[src/rtl/response_resolver.sv]
// Multiple-response resolver: captures CAM match lines and emits responder indices in ascending
// order over a valid/ready handshake. Define RESPONSE_RESOLVER_COUNT_EN to enable resp_count.
module response_resolver #(
  parameter int unsigned WORDS = 100,
  parameter int unsigned IDX_W = 7
) (
  input  logic             clk,
  input  logic             rst,
  input  logic [WORDS-1:0] match_lines,
  input  logic             load,
  output logic             busy,
  output logic             idx_valid,
  input  logic             idx_ready,
  output logic [IDX_W-1:0] resp_idx,
  output logic             done,
  output logic [IDX_W-1:0] resp_count
);

  typedef enum logic [1:0] {StIdle, StScan, StDone} state_e;

  state_e           state_q, state_d;
  logic [WORDS-1:0] tag_q, tag_d;
  logic [WORDS-1:0] lowest;
  logic [WORDS-1:0] remaining;
  logic [IDX_W-1:0] enc;

  // Isolate the lowest set tag bit (two's-complement trick).
  assign lowest    = tag_q & (~tag_q + WORDS'(1));
  assign remaining = tag_q & ~lowest;

  // Priority encoder: the last assignment wins, so scan downwards to keep the lowest index.
  always_comb begin
    enc = '0;
    for (int i = WORDS - 1; i >= 0; i--) begin
      if (tag_q[i]) enc = IDX_W'(i);
    end
  end

  always_comb begin
    state_d = state_q;
    tag_d   = tag_q;
    case (state_q)
      StIdle: begin
        if (load) begin
          tag_d   = ~match_lines;
          state_d = (&match_lines) ? StDone : StScan;
        end
      end
      StScan: begin
        if (idx_ready) begin
          tag_d = remaining;
          if (remaining == '0) state_d = StDone;
        end
      end
      StDone:  state_d = StIdle;
      default: state_d = StIdle;
    endcase
  end

  always_ff @(posedge clk) begin
    if (rst) begin
      state_q <= StIdle;
      tag_q   <= '0;
    end else begin
      state_q <= state_d;
      tag_q   <= tag_d;
    end
  end

  assign busy      = (state_q != StIdle);
  assign idx_valid = (state_q == StScan);
  assign resp_idx  = (state_q == StScan) ? enc : '0;
  assign done      = (state_q == StDone);

`ifdef RESPONSE_RESOLVER_COUNT_EN
  logic [IDX_W-1:0] count_q;
  logic [IDX_W-1:0] pop;

  always_comb begin
    pop = '0;
    for (int i = 0; i < WORDS; i++) begin
      pop = pop + IDX_W'(~match_lines[i]);
    end
  end

  always_ff @(posedge clk) begin
    if (rst) begin
      count_q <= '0;
    end else if (state_q == StIdle && load) begin
      count_q <= pop;
    end
  end

  assign resp_count = count_q;
`else
  assign resp_count = '0;
`endif

endmodule

[config.mk]
export PLATFORM = sky130hd
export DESIGN_NAME = response_resolver
export DESIGN_NICKNAME = d
export VERILOG_FILES = /design/src/rtl/response_resolver.sv
export SDC_FILE = /design/constraint.sdc
export NUM_CORES = 1
export LEC_CHECK = 0
export CORE_ASPECT_RATIO = 0.8
export CORE_MARGIN = 10
export CORE_UTILIZATION = 27
export DETAILED_ROUTE_END_ITERATION = 8
export GPL_ROUTABILITY_DRIVEN = 0
export GPL_TIMING_DRIVEN = 0
export SYNTH_ARGS = -nofsm -noshare
export SYNTH_HDL_FRONTEND = slang
export SYNTH_SLANG_ARGS = --single-unit
[constraint.sdc]
create_clock -name clk -period 9.5 [get_ports clk]
set_clock_uncertainty 0.2 [all_clocks]
set_input_delay 0.95 -clock clk [delete_from_list [all_inputs] [get_ports clk]]
set_output_delay 0.95 -clock clk [all_outputs]
set_load 0.1 [all_outputs]
==> results of run 1 <==
Yosys cell counts, types with 10 or more instances:
cell	n	area share, %
nor3_1	38	2.5
nor4_1	52	4.2
nand4_1	47	3.8
nor2_1	165	8.1
clkbuf_1	96	4.7
a221oi_1	20	2.3
o31ai_1	11	1.1
or3_1	36	2.9
a22oi_1	21	2.1
o41ai_1	10	1.1
or4_1	18	1.8
dfxtp_1	102	27
nand2_1	81	4.0
a21oi_1	145	9.4
nand3_1	22	1.4
inv_1	33	1.6
o21ai_0	97	6.3
layer usage:
layer | part of all wire [%] | GRT usage, % | vias to the layer above
li1 | - | - | 4599
met1 | 42 | 30.3 | 4915
met2 | 38 | 29.2 | 932
met3 | 15 | 6.85 | 170
met4 | 5.3 | 10.4 | 0
met5 | 0 | 0 | -
final cells by class:
cell class | count | area share [%]
multi-input combinational | 912 | 53.2
inverter | 34 | 1.33
buffer | 106 | 4.58
sequential | 102 | 21.3
clock inverter | 7 | 0.613
clock buffer | 9 | 2.35
tap | 370 | 4.83
timing repair buffer | 113 | 11.8
final timing paths:
| path | start | end | slack, ns | depth (start not counted) |
|---|---|---|---|---|
| worst max-delay path | tag_q[1] | resp_idx[6] | 2.83 | 7 |
| worst min-delay path | tag_q[98] | tag_q[98] | 0.35 | 2 |
| worst max register to register | tag_q[1] | state_q[0] | 4.08 | 10 |
| worst min register to register | tag_q[98] | tag_q[98] | 0.35 | 2 |
metrics by stage:
step	total power, mW	setup slack [ns]	instance area (um^2)	util (%)
6_report	1.51	2.83	9590	34.1
5_1_grt	1.55	2.84	9590	34.1
4_1_cts	1.47	3.17	9590	34.1
3_5_place_dp	1.10	3.58	9300	33.1
3_3_place_gp	1.09	3.52	9300	33.1
2_1_floorplan	0.871	2.10	7710	-
cells by family after synthesis:
logic type / after synthesis / synth area share, %
other: 1 / 0.0488
AND/OR/NAND/NOR: 498 / 32.6
buffers and inverters: 140 / 7.37
flip-flops: 102 / 26.6
AO/OA/AOI/OAI: 406 / 33.3
adder cells (fa/ha/maj): 1 / 0.130
state kept, by name, summed over array words and instances, names as in the netlist:
| signal | cells |
|---|---|
| state_q | 2 |
| tag_q | 100 |
tightest hold or removal path: stages, from the launching register on:
cell and delay, ns:
dfxtp_1 0.34, a21oi_1 0.13, nor2_1 0.04
report_power, final:
group / internal, mW / switching, mW
logic: 0.205 / 0.420
clock network: 0.182 / 0.199
registers: 0.460 / 0.0395
==> results.yml, run 1 <==
routing:
  drc: 0
  vias: 10600
  wirelength_um: 40900
  wl_per_cell_um: 24.8
  firstDrtPassIters: 8
  via_per_inst: 6.42
  drt_iter0_markers: 1913
  ant_nets: 0
final_layout:
  layout_commonest_cell: "nor2_1"
  fin_cells: 1653
  multi_input_area_um2: 5100
  final_cell_mix: "nor2_1, a21oi_1, clkdlybuf4s50_1"
  nFillCells: 3062
  nNetsFinal: 1382
  area_growth_pct: 24.7
  drive_above_1_share_pct: 2.96
  ff_latch_area_um2: 2040
  n_antenna_cell: 0
yosys:
  synth_cells: 1148
  synth-edff-count: 0
  async_flop_share_pct: 0
  synth_cell_types: 65
  syn_area_um2: 7690
  yosys_warnings: 0
  syn_area_per_cell_um2: 6.70
  ys.flop_type: "dfxtp_1"
  ys_ff_latch: 102
  yosysSeqAreaShare_pct: 26.6
grt:
  overflow: 0
  grt_pass1_vias: 9442
  grt_pass1_wl_um: 59800
  track_usage_pct: 21.7
  antenna_found_initial: 0
  grt_max_degree: 19
die:
  initial_core_util_pct: 27.3
  fp.dieW_um: 209
  core_area_um2: 28100
  io_pins: 121
  die_y_um: 171
  fp-row-count: 55
  dieArea_um2: 35700
worst_setup_path:
  cpPeakStageDelay_ns: 1.28
  arrival_ns: 5.52
  cp_data_required_time_ns: 8.35
  critical_path.max_fanout: 10
  crit_family: "simple AND/OR/NAND/NOR gates"
  critPathKind: "register to output pin"
  crit_slowest_cell: "nor4_1"
  cp-start-kind: "register"
  endpoint_kind: "output pin"
  critPathBufInv: 2
  worstPathCellList: "clkbuf_1 > nor4_2 > nand4_1 > nor4_1 > nand2_1 > a211oi_1 > clkdlybuf4s50_1"
timing:
  rsz0062_at_grt: "no"
  setup_viol: 0
  period_share_pct: 70.2
  period_needed_ns: 6.67
  slew_headroom_pct: -3.62
  slew_violations: 2
  finalHoldViolCount: 0
  worstMarginPinSlew_ns: 1.52
  timing.hold.ws_ns: 0.350
  fmax_mhz: 150
  fin_setup_tns_ns: 0
clock_network:
  cts_resized: 0
  clock-sinks: 102
  cts_tree: "done"
  h-tree-depth: 3
  hold_buffers: 0
  post_cts_buffers: 0
  ctsLongestPathBuffers: 2
  clk_pin_slew_ns: 0.08
  cts_buffers: 9
  insertion_delay_ns: 0.38
  cts-root-buf: "clkbuf_16"
pwr:
  ir_drop_v: 0.0000963
  cellPowerDensity_nw_per_um2: 157
  power_leakage_nw: 3.22
placed_design:
  dpl.hpwl_um: 31600
  dp.cells: 1637
  portBuffers: 113
outcome:
  status: "complete, but fails checks"
  violations: "max-capacitance violations, max-slew violations"
hold_path:
  min_path_type: "register to register"
job:
  maxCapViolCount: 1
No activity file was read; power rests on OpenSTA's default activity.
==> run 2: changes to the inputs <==
==> constraint.sdc (replaced) <==
create_clock -name clk -period 6 [get_ports clk]
set_clock_uncertainty 0.2 [all_clocks]
set_input_delay 0.6 -clock clk [delete_from_list [all_inputs] [get_ports clk]]
set_output_delay 0.6 -clock clk [all_outputs]
set_load 0.1 [all_outputs]
==> results.yml, run 2 (synthesis gave the netlist of run 1 again) <==
routing:
  via_per_inst: 6.31
  ant_nets: 0
  wl_per_cell_um: 24.6
  vias: 10400
  firstDrtPassIters: 7
  drt_iter0_markers: 1662
  drc: 0
  wirelength_um: 40700
grt:
  antenna_found_initial: 0
  grt_pass1_wl_um: 59500
  grt_max_degree: 17
  track_usage_pct: 21.6
  grt_pass1_vias: 9463
  overflow: 0
worst_setup_path:
  crit_path_frequent_cell: "nor4_2"
  critical_path.max_fanout: 10
  cp-start-kind: "register"
  reg2reg_depth: 10
  cp.depth: 7
  crit_slowest_cell: "clkdlybuf4s50_1"
  arrival_ns: 5.08
  cpPeakStageDelay_ns: 1.23
  critPathBufInv: 2
  critPathKind: "register to output pin"
  endpoint_kind: "output pin"
  worstPathCellList: "clkbuf_1 > nor4_2 > nand4_1 > nor4_2 > nand2_1 > a211oi_1 > clkdlybuf4s50_1"
  cp_data_required_time_ns: 5.20
  crit_family: "simple AND/OR/NAND/NOR gates"
timing:
  rsz0062_at_grt: "no"
  slew_headroom_pct: -0.584
  worstMarginPinSlew_ns: 1.47
  setup_viol: 0
  slew_violations: 1
  fmax_mhz: 170
  fin_setup_tns_ns: 0
  period_needed_ns: 5.88
  period_share_pct: 98.0
  finalHoldViolCount: 0
outcome:
  violations: "max-capacitance violations, max-slew violations"
  status: "complete, but fails checks"
clock_network:
  insertion_delay_ns: 0.38
  cts_tree: "done"
  h-tree-depth: 3
  cts-root-buf: "clkbuf_16"
  clock-sinks: 102
  cts_buffers: 9
  clk_pin_slew_ns: 0.07
  ctsLongestPathBuffers: 2
final_layout:
  n_antenna_cell: 0
  layout_commonest_cell: "nor2_1"
  nNetsFinal: 1382
  stdcell_area_um2: 9600
  final_cell_mix: "nor2_1, a21oi_1, clkdlybuf4s50_1"
  drive_above_1_share_pct: 3.04
  area_growth_pct: 24.9
  largest_register_ff_count: 100
  largest_register: "tag_q"
  largestRegisters: "tag_q (100), state_q (2)"
job:
  maxCapViolCount: 1
die:
  die_y_um: 171
  initial_core_util_pct: 27.3
  fp.dieW_um: 209
  fp-row-count: 55
  dieArea_um2: 35700
  core_area_um2: 28100
  io_pins: 121
hold_path:
  min_path_cells: 2
  min_path_type: "register to register"
pwr:
  ir_drop_v: 0.000164
  power_leakage_nw: 3.22
  cellPowerDensity_nw_per_um2: 248
placed_design:
  portBuffers: 113
  placed_area_um2: 9300
  dpl.hpwl_um: 31500
==> run 2: worst paths after layout <==
path                                start          end  slack, ns
worst min register to register  tag_q[98]    tag_q[98]       0.34
worst max register to register   tag_q[1]   state_q[0]       0.86
worst min-delay path            tag_q[98]    tag_q[98]       0.34
worst max-delay path             tag_q[1]  resp_idx[6]       0.12
==> run 2: metal layers <==
metal	GRT usage (%)	share of wire (%)	up-vias	wire, um
li1	-	-	4599	-
met1	29.4	42	4863	17000
met2	29.3	38	841	15700
met3	8.51	15	129	6270
met4	9.15	4.4	0	1800
met5	0	0	-	0
==> run 2: cell type report <==
class                      count  area [um^2]
timing repair buffer         113         1130
buffer                       106          439
multi-input combinational    912         5110
sequential                   102         2040
tap                          370          463
inverter                      34          128
fill                        3047        18500
clock buffer                  11          253
clock inverter                 5         33.8
==> run 2: tightest hold or removal path, stage by stage, from the launching register on <==
cell     delay (ns)
dfxtp_1        0.33
a21oi_1        0.12
nor2_1         0.04
==> run 2: where the power goes <==
group	switching, mW	total, mW	internal [mW]
clock	0.299	0.602	0.304
sequential	0.0610	0.790	0.729
combinational	0.664	0.989	0.324
total	1.02	2.38	1.36
==> run 2: timing repair <==
item	in CTS	in global routing
resized for setup	0	1
hold buffers	0	0
setup buffers	0	0
endpoints found under the setup margin	0	1
==> run 2: through the flow <==
stage | hold slack [ns] | total power [mW] | setup WS [ns] | instances | util [%]
2_1_floorplan | 0.279 | 1.38 | 0.301 | 1154 | -
3_3_place_gp | 0.307 | 1.73 | 0.385 | 1637 | 33.1
3_5_place_dp | 0.326 | 1.73 | 0.409 | 1637 | 33.1
4_1_cts | 0.339 | 2.32 | 0.000860 | 1653 | 34.1
5_1_grt | 0.389 | 2.46 | 0.0797 | 1653 | 34.1
6_report | 0.339 | 2.38 | 0.122 | 1653 | 34.1
